File: config.mk
export PLATFORM = sky130hd
export DESIGN_NAME = ps2_scancode_decoder
export DESIGN_NICKNAME = d
export VERILOG_FILES = /design/src/rtl/ps2_scancode_decoder.sv
export SDC_FILE = /design/constraint.sdc
export NUM_CORES = 1
export LEC_CHECK = 0
export ABC_AREA = 1
export CAP_MARGIN = 20
export CORE_ASPECT_RATIO = 0.5
export CORE_MARGIN = 2
export CORE_UTILIZATION = 45
export DETAILED_ROUTE_END_ITERATION = 16
export PLACE_DENSITY = 0.69
export SETUP_SLACK_MARGIN = 0.4
export SYNTH_ARGS = -nofsm -noshare
export SYNTH_HDL_FRONTEND = slang
export SYNTH_SLANG_ARGS = --single-unit
File: constraint.sdc
create_clock -name CLOCK -period 1.65 [get_ports CLOCK]
set_clock_uncertainty 0.2 [all_clocks]
set_input_delay 0.33 -clock CLOCK [delete_from_list [all_inputs] [get_ports CLOCK]]
set_output_delay 0.33 -clock CLOCK [all_outputs]
set_load 0.02 [all_outputs]
File: src/rtl/ps2_scancode_decoder.sv
// ps2_scancode_decoder: PS/2 set-2 make/break/E0/E1 decoder with held-key vector and optional event FIFO (PS2_EVENT_FIFO_EN)
module ps2_scancode_decoder #(
  parameter int NUM_KEYS = 10,
  parameter logic [NUM_KEYS*9-1:0] KEY_CODES = {
    9'h05A, 9'h029, 9'h174, 9'h172, 9'h16B, 9'h175, 9'h023, 9'h01B, 9'h01C, 9'h01D},
  parameter int TIMEOUT_CYCLES = 100000,
  parameter bit REPORT_REPEAT = 1'b0,
  parameter int FIFO_DEPTH = 8,
  localparam int KIW = NUM_KEYS > 1 ? $clog2(NUM_KEYS) : 1
) (
  input  logic                CLOCK,
  input  logic                reset,
  input  logic [7:0]          rx_data,
  input  logic                rx_valid,
  output logic [NUM_KEYS-1:0] key_state,
  output logic                ev_valid,
  output logic [KIW:0]        ev_data,
  input  logic                ev_ready,
  output logic                ev_overflow
);
  localparam int TW = TIMEOUT_CYCLES > 1 ? $clog2(TIMEOUT_CYCLES) : 1;
  localparam logic [TW-1:0] TMAX = TW'(TIMEOUT_CYCLES - 1);
  typedef enum logic [2:0] {IDLE, EXT, BRK, EXT_BRK, PAUSE} state_t;
  state_t state, state_nxt;
  logic [2:0] skip, skip_nxt;
  logic [TW-1:0] tcnt;
  logic dec, make, ext, clr, hit, push;
  logic [KIW-1:0] idx;
  logic [NUM_KEYS-1:0] key_nxt;
  logic [KIW:0] ev_in;

  always_comb begin
    state_nxt = state;
    skip_nxt = skip;
    dec = 1'b0;
    make = 1'b1;
    ext = 1'b0;
    clr = 1'b0;
    if (rx_valid) begin
      case (state)
        IDLE: begin
          state_nxt = rx_data == 8'hE0 ? EXT : rx_data == 8'hF0 ? BRK : rx_data == 8'hE1 ? PAUSE : IDLE;
          skip_nxt = 3'd7;
          clr = rx_data inside {8'h00, 8'hFF};
          dec = !(rx_data inside {8'hE0, 8'hF0, 8'hE1, 8'h00, 8'hFF, 8'hAA, 8'hFA, 8'hEE, 8'hFE});
        end
        EXT: begin
          state_nxt = rx_data == 8'hF0 ? EXT_BRK : IDLE;
          dec = rx_data != 8'hF0;
          ext = 1'b1;
        end
        BRK: begin
          state_nxt = IDLE;
          dec = 1'b1;
          make = 1'b0;
        end
        EXT_BRK: begin
          state_nxt = IDLE;
          dec = 1'b1;
          make = 1'b0;
          ext = 1'b1;
        end
        default: begin
          skip_nxt = skip - 3'd1;
          state_nxt = skip == 3'd1 ? IDLE : PAUSE;
        end
      endcase
    end else if (state != IDLE && tcnt == TMAX) begin
      state_nxt = IDLE;
    end
  end

  always_comb begin
    hit = 1'b0;
    idx = '0;
    for (int i = NUM_KEYS - 1; i >= 0; i--)
      if (KEY_CODES[9*i +: 9] == {ext, rx_data}) begin
        hit = 1'b1;
        idx = KIW'(i);
      end
  end

  assign push = dec && hit && (make ? !key_state[idx] || REPORT_REPEAT : key_state[idx]);
  assign ev_in = {make, idx};

  always_comb begin
    key_nxt = key_state;
    if (dec && hit) key_nxt[idx] = make;
    if (clr) key_nxt = '0;
  end

  always_ff @(posedge CLOCK)
    if (reset) begin
      state <= IDLE;
      skip <= '0;
      tcnt <= '0;
      key_state <= '0;
    end else begin
      state <= state_nxt;
      skip <= skip_nxt;
      tcnt <= rx_valid ? '0 : tcnt == TMAX ? tcnt : tcnt + 1'b1;
      key_state <= key_nxt;
    end

`ifdef PS2_EVENT_FIFO_EN
  localparam int AW = $clog2(FIFO_DEPTH);
  logic [KIW:0] mem [FIFO_DEPTH];
  logic [AW-1:0] rd, wr;
  logic [AW:0] cnt;
  logic pop, wen;

  assign ev_valid = cnt != '0;
  assign pop = ev_valid && ev_ready;
  assign wen = push && (cnt != (AW+1)'(FIFO_DEPTH) || pop);
  assign ev_data = ev_valid ? mem[rd] : '0;

  always_ff @(posedge CLOCK)
    if (wen) mem[wr] <= ev_in;

  always_ff @(posedge CLOCK)
    if (reset) begin
      rd <= '0;
      wr <= '0;
      cnt <= '0;
      ev_overflow <= 1'b0;
    end else begin
      wr <= wr + AW'(wen);
      rd <= rd + AW'(pop);
      cnt <= cnt + (AW+1)'(wen) - (AW+1)'(pop);
      ev_overflow <= ev_overflow || (push && !wen);
    end
`else
  logic unused_fifo;
  assign unused_fifo = ^{ev_ready, push, ev_in};
  assign ev_valid = 1'b0;
  assign ev_data = '0;
  assign ev_overflow = 1'b0;
`endif
endmodule

# Word level (Yosys, flattened, before mapping)
# Index checks and enable logic that the tools add are counted.
[word_totals]
out_inout_bits = 17
regBits = 33
wordCells = 89
[op_classes]
n_reduce_logical = 16
mux = 40
addsub = 2
n_lt_le_gt_ge = 2
bitwise = 1
eq_ne = 24
[op_table]
columns = ["operator", "count"]
rows = [
  ["8-bit == test (second input constant)", 8],
  ["4-bit 2-to-1 mux", 10],
  ["9-bit == test (first input constant)", 4],
  ["5-bit by 9-bit == test with 1-bit output (first input constant)", 3],
  ["6-bit by 9-bit == test with 1-bit output (first input constant)", 2],
  ["1-bit 2-to-1 mux", 18],
  ["3-bit 2-to-1 mux", 6],
  ["17-bit by 1-bit adder with 17-bit output (second input constant)", 1],
  ["17-bit == test (second input constant)", 1],
  ["10-bit bitwise mux", 1],
  ["7-bit by 9-bit == test with 1-bit output (first input constant)", 1],
  ["3-bit case mux with 3 select lines", 1],
  ["9-bit nonzero test", 1],
  ["8-bit logical NOT", 1],
  ["8-bit inequality test (second input constant)", 1],
  ["2-bit OR reduction", 4],
  ["3-bit by 1-bit == test with 1-bit output (second input constant)", 2],
  ["3-bit by 2-bit == test with 1-bit output (second input constant)", 2],
  ["3-bit case mux with 2 select lines", 1],
  ["4-bit by 5-bit less-than comparator with 1-bit output (second input constant)", 1],
  ["1-bit demux with 4-bit select", 1],
  ["4-bit by 1-bit >= comparator with 1-bit output (second input constant)", 1],
  ["2-bit nonzero test", 2],
  ["1-bit logical AND", 3],
  ["9 further kinds", 9],
]

# Logic depth before layout (Yosys ltp)
[depth]
word_depth = 20
ltp_mapped = 12

# Worst setup path after synthesis
# Ideal clock, no wire load.
[synth_path]
path_kind = "register to register"
from = "register tcnt[0]"
to = "register tcnt[14]"
arrival_ns = 1.430
period_less_slack_ns = 1.747
path_slack_ns = -0.097
stages_incl_launch_ff = 11
t_required_ns = 1.333
n_path_buf = 0
path_cell_list = "dfxtp_1 > ha_1 > nand2_1 > inv_1 > nand3_2 > nor2_2 > inv_2 > nor3b_4 > nand2_2 > o21ai_0 > nor2_1"
[synth_between]
elab_chain_len = 1
word_cells_on_any_way = 2
[synth_rtl]
columns = ["element", "line_no", "rtl"]
rows = [
  ["from (decl)", "26", "logic [TW-1:0] tcnt;"],
  ["from (signal assigned)", "101", "tcnt <= rx_valid ? '0 : tcnt == TMAX ? tcnt : tcnt + 1'b1;"],
  ["17-bit by 1-bit adder with 17-bit output or 17-bit == test (tied branches)", "101", ""],
]
# Parallel ways exist; a longest one is shown, timed or not.
# A chain may end at the register's enable or synchronous reset.

# Worst setup path after layout
[layout_path]
from = "register tcnt[1]"
to = "register tcnt[8]"
# The elaborated chain is that of the path after synthesis.

==> results by stage <==
Place:
- The estimated wirelength of the detail-placed design is 3.76 mm.
- The total cell area at the placement stage is 0.00272 sq mm.
- The routability congestion estimate is 0.879.
- Input and output buffers added on the ports amount to 20.

Logic synthesis:
- The number of synthesis warnings is 0.
- The number of synthesized flops with an enable pin is 0.
- The share of Yosys cell area claimed by the top area cell type is 0.327.
- Ranked by total cell area, the synthesized netlist is headed by sky130_fd_sc_hd__dfxtp_1 33%, sky130_fd_sc_hd__nand2_1 10%, sky130_fd_sc_hd__inv_1 9.3%, sky130_fd_sc_hd__nand3_1 8.2%, sky130_fd_sc_hd__nor2_1 7.2%.
- sky130_fd_sc_hd__dfxtp_1 takes more of the synthesized area than any other cell.
- The dominant synthesized flop cell is sky130_fd_sc_hd__dfxtp_1.
- The number of different library cells used by synthesis comes to 34.
- The count of state elements after synthesis is 33.
- The average footprint of a synthesized cell is 6.48 sq um.
- Synthesis produced a netlist whose cell count is around 310.
- The proportion of synthesized chip area in sequential cells is 0.327.
- After synthesis the cells add up to 0.00202 sq mm.
- The share of async-settable or async-resettable flops after synthesis is 0.

Floorplanning:
- The number of placement rows is 17.
- The die covers 0.00508 sq mm.
- The number of I/O pins is 29.
- The floorplan step set the die height to 51.4 microns.
- The floorplan core area is 0.00436 sq mm.
- The initial utilization of the core area, before any placement, comes to 0.464.
- The die is 98.8 microns wide.

Timing:
- The final critical delay including setup and external delays is 1.77 ns.
- Setup violations remaining at the end of the flow were counted as 18.
- The hold violation total from the final report came to 0.
- Dividing the final minimum period by the clock period gives 1.07.
- The final worst slack is -0.116 ns.
- Setup repair after global routing could not meet its margin everywhere.
- The accumulated negative setup slack is -1.12 ns.
- The final number of max-transition violations came to 0.
- The maximum operating frequency is around 570 MHz.

Clocking:
- TritonCTS built the clock tree.
- The maximum clock insertion buffer count is 2.
- The clock root buffer is sky130_fd_sc_hd__clkbuf_8.
- The clock network latency to the later pin of the worst-skew pair is 0.29 ns.
- The number of buffers created by CTS is 5.
- The deepest level of the CTS H-tree is 2.
- CTS saw 33 sinks.
- Clock-pin slew was measured on the worst setup and hold paths at 0.07 ns.

Critical path:
- Data on the critical path arrives at its endpoint at 1.74 ns.
- The worst setup path is captured at a flop.
- The required arrival time at the worst endpoint is 1.63 ns.
- The largest fanout of any net on the critical path is 3.
- STA classifies the critical path startpoint as a flop.
- The kind of critical path is reg -> reg.

Global route:
- The first global-routing pass estimated around 11 mm of wire.
- The initial antenna violation count is 0.
- Across every metal layer, demand over resource in global routing totals 0.274.
- The total overflow reported by the global router is 0.
- Entering global routing, the biggest net connects 11 pins.
- The number of global-route vias before repair came to 2453.

Routing:
- The routed length per placed instance is 15.7 microns.
- The count of unresolved DRC violations after routing is 0.
- The starting DRC count in detailed routing is 107.
- The final wirelength is 7.23 mm.
- The total iterations of the first detailed-routing run is 4.
- The average vias per placed instance is 5.42.
- Detailed routing inserted a total of 2497 vias.
- The number of nets with antenna violations after detailed routing is 0.

Cells and area:
- Summing all non-filler instances in the final layout gives an area of 0.00352 sq mm.
- The synthesis-to-finish area growth is 73.9%.
- The antenna cell count is 0.
- In the final layout, the share of cells above drive strength 1 is 0.535.
- The final layout contains 418 nets.
- After filler insertion, the fill cell instance count of the layout stands at 264.

Pwr:
- The net load switching power is 494 uW.
- VDD sags by at most 360 uV.
- The internal power of the cells totals between 1000 and 1500 uW.
- The share of total power dissipated in the clock network is 0.429.
- The static leakage is 0.00146 uW.
- Of the total power, the share spent switching nets is 0.260.
- The combinational cell fraction of total power is 0.146.
- The share of total power dissipated in sequential elements is 0.425.
- Power spread over the standard cell area amounts to between 500 and 600 mW/mm^2.

Hold path:
- The path class of the tightest hold or removal check is reg -> reg.

Run status:
- The checks that failed: negative setup slack.
- The run finished, with violations left.

Job:
- The max-cap check violation count is 0.
==> placed cells by master, fill, tap and decap left out, types with 12 or more instances in the layout <==
cell / netlist / final
sky130_fd_sc_hd__a21oi_1: 23 / 18
sky130_fd_sc_hd__buf_4: 7 / 42
sky130_fd_sc_hd__buf_6: 0 / 32
sky130_fd_sc_hd__dfxtp_1: 33 / 16
sky130_fd_sc_hd__dfxtp_2: 0 / 15
sky130_fd_sc_hd__inv_1: 50 / 41
sky130_fd_sc_hd__nand2_1: 55 / 38
sky130_fd_sc_hd__nand3_1: 33 / 12
sky130_fd_sc_hd__nand3_4: 1 / 13
sky130_fd_sc_hd__nor2_1: 39 / 22
sky130_fd_sc_hd__nor2_4: 0 / 16
==> flip-flops by register name, indices dropped and copies added (netlist names) <==
name and count:
state 3, key_state 10, skip 3, tcnt 17
==> layout make-up <==
class,instances,area (sq um),share of cell area
inverters,57,233,0.0661
repair inverters,1,3.75,0.00107
multi-input cells,221,1640,0.467
well taps,57,71.3,0.0203
clock buffers,7,86.3,0.0245
clock inverters,1,30.0,0.00853
flip-flops and latches,33,687,0.195
repair buffers,84,763,0.217
==> cell families after synthesis <==
| logic type | count (synthesis) | synth area share |
|---|---|---|
| AND/OR/NAND/NOR | 156 | 0.362 |
| XOR/XNOR | 3 | 0.0130 |
| AO/OA/AOI/OAI | 50 | 0.142 |
| flip-flops | 33 | 0.327 |
| adder cells (fa/ha/maj) | 3 | 0.0186 |
| other | 1 | 0.00185 |
| buffers and inverters | 66 | 0.136 |
==> timing repair <==
action	in CTS	in global routing
buffers inserted	15	7
hold buffers	0	0
gates resized for setup	197	30
pin swaps	54	30
gates cloned	3	0
setup endpoints to repair	43	42
==> layer usage <==
layer / up-vias / global-route usage / share of wire
met4: 0 / 0.123 / 0.053
met3: 48 / 0.0561 / 0.063
met2: 121 / 0.526 / 0.50
li1: 1184 / - / -
met1: 1144 / 0.298 / 0.38
met5: - / 0 / 0
==> synthesized netlist by cell type, drive strengths merged, types with 2 or more instances <==
cell type and number:
dfxtp 33, o21a 5, a21oi 24, o211ai 2, nand2 58, xor2 2, nor3 4, nor3b 2
o21ai 15, nand4 8, nor2 47, ha 3, buf 8, inv 55, clkinv 2, nand3 35
==> per-stage QoR <==
| stage | hold slack (ns) | instances | worst slack [ns] | power (uW) | utilization |
|---|---|---|---|---|---|
| 3_3_place_gp | 0.232 | 428 | -0.528 | 1030 | 0.624 |
| 5_1_grt | 0.261 | 461 | -0.221 | 1960 | 0.807 |
| 3_5_place_dp | 0.240 | 428 | -0.562 | 1040 | 0.624 |
| 2_1_floorplan | 0.192 | 318 | -0.0170 | 953 | - |
| 6_report | 0.251 | 461 | -0.116 | 1900 | 0.807 |
| 4_1_cts | 0.252 | 454 | -0.0786 | 1880 | 0.768 |
==> critical path: stages, from the launching register on <==
cell	delay [ns]
sky130_fd_sc_hd__dfxtp_4	0.37
sky130_fd_sc_hd__ha_4	0.14
sky130_fd_sc_hd__nand2_2	0.04
sky130_fd_sc_hd__inv_2	0.07
sky130_fd_sc_hd__nand3_4	0.07
sky130_fd_sc_hd__nor2_4	0.10
sky130_fd_sc_hd__buf_4	0.12
sky130_fd_sc_hd__buf_6	0.08
sky130_fd_sc_hd__buf_6	0.08
sky130_fd_sc_hd__buf_6	0.08
sky130_fd_sc_hd__buf_6	0.09
sky130_fd_sc_hd__nand2_4	0.04
sky130_fd_sc_hd__o21ai_2	0.12
sky130_fd_sc_hd__a21oi_1	0.04
==> worst paths after layout <==
kind / start / slack [ns] / to / cells after the start
max: tcnt[1] / -0.12 / tcnt[8] / 13
min: key_state[6] / 0.25 / key_state[6] / 2
min reg2reg: key_state[6] / 0.25 / key_state[6] / 2
max reg2reg: tcnt[1] / -0.12 / tcnt[8] / 13
==> power groups by stage <==
stage / clock network [uW] / logic, uW / registers [uW]
CTS: 815 / 254 / 808
detailed placement: 0 / 210 / 829
global placement: 0 / 205 / 828
global route: 849 / 299 / 808
floorplan: 0 / 125 / 829
finish: 816 / 277 / 808
Power figures use the tool's default switching activity.
==> variant, RTL diff (same settings) <==
Set the parameter `TIMEOUT_CYCLES` to 50000 (it was 100000).
--- a/src/rtl/ps2_scancode_decoder.sv
+++ b/src/rtl/ps2_scancode_decoder.sv
@@ -3,7 +3,7 @@
   parameter int NUM_KEYS = 10,
   parameter logic [NUM_KEYS*9-1:0] KEY_CODES = {
     9'h05A, 9'h029, 9'h174, 9'h172, 9'h16B, 9'h175, 9'h023, 9'h01B, 9'h01C, 9'h01D},
-  parameter int TIMEOUT_CYCLES = 100000,
+  parameter int TIMEOUT_CYCLES = 50000,
   parameter bit REPORT_REPEAT = 1'b0,
   parameter int FIFO_DEPTH = 8,
   localparam int KIW = NUM_KEYS > 1 ? $clog2(NUM_KEYS) : 1
Behaviour: no difference found for any inputs over 10 cycles, from zero or initial values and one cycle with reset high; that may be too few to reach the edited logic, so the function may still have changed.
==> variant against the unedited design <==
- the flow still finishes with violations (setup timing)
- sequential cell count down 1
- area after synthesis down 0.68%
- non-clock buffer count up 28
- clock power down 6.4%
- first-iteration DRC count down 15%
- routed wire length about the same
- power down 2.9%
- design area up 4.8%
- worst setup slack worse by 0.083 ns
==> variant: results <==
{
  "outcome": "complete, but fails checks",
  "nets": 447,
  "grt_pass1_vias": 2483,
  "clock_area_frac": 0.0292,
  "vdd_drop_max_mv": 0.709,
  "setup_violations": 20,
  "dp_slack_ns": -0.731,
  "multi_input_area_share": 0.441,
  "tns_ns": -1.68,
  "synthAdderAreaFrac": 0.0187,
  "first_iter_violations": 91,
  "hpwl_um": 3900,
  "multi_input_gates": 225,
  "ys_ff_latch": 32,
  "swShare": 0.273,
  "synth_area_leaders": "dfxtp_1 (32%), nand2_1 (11%), inv_1 (10%), nor2_1 (9.3%), a21oi_1 (6.0%)",
  "layoutNonFillerInstCount": 490,
  "slowest_stage": "dfxtp_1",
  "n_clock_buffer": 6,
  "hold_end": "key_state[4]",
  "seq_share": 0.182,
  "p_seq_w": 0.000785,
  "netlist_top_cells_count": "nand2_1 (61), inv_1 (54), nor2_1 (50), dfxtp_1 (32), a21oi_1 (24)",
  "synthCells": 316,
  "synth_compound_area_frac": 0.127,
  "vias_per_cell": 5.21,
  "max_stage_delay_ns": 0.35,
  "largestRegisters": "tcnt x16, key_state x10",
  "inverters": 56,
  "dp.cells": 435,
  "ctsResizeCount": 186,
  "drive_gt1_frac": 0.582,
  "r2r_end": "tcnt[12]",
  "grt_util_met1": 0.289,
  "violations": "setup timing",
  "powerComb_w": 0.000296,
  "worst_slack_ns": -0.199,
  "grt_pass1_wl_um": 10600,
  "p_leak_nw": 1.64,
  "p_total_w": 0.00184,
  "cts_setup_buffers": 32
}
-- variant: cell count changes in the layout (fill, tap and decap cells not counted), sizes merged, moves of 2 or more --
| cell | before | now |
|---|---|---|
| o21a | 5 | 1 |
| nand4 | 8 | 10 |
| nor3 | 4 | 7 |
| o21ai | 15 | 19 |
| clkdlybuf4s15 | 5 | 0 |
| nand3 | 36 | 22 |
| nor2 | 47 | 56 |
| clkbuf | 8 | 6 |
| o211ai | 2 | 0 |
| buf | 77 | 110 |
| a311oi | 0 | 2 |
| clkinv | 3 | 1 |
| nand2 | 58 | 65 |
-- variant: critical path: cells and delay by family (launching register included) --
kind / cells / cell delay [ns]
flip-flops: 1 / 0.35
AND/OR/NAND/NOR: 5 / 0.68
AO/OA/AOI/OAI: 1 / 0.17
buffers and inverters: 3 / 0.37
-- variant: metal layers --
metal  up-vias  part of all wire  routed length [um]
li1       1237                 -                   -
met1      1211              0.41                2970
met2        84              0.52                3800
met3        19             0.044                 322
met4         0             0.020                 146
met5         -                 0                   0
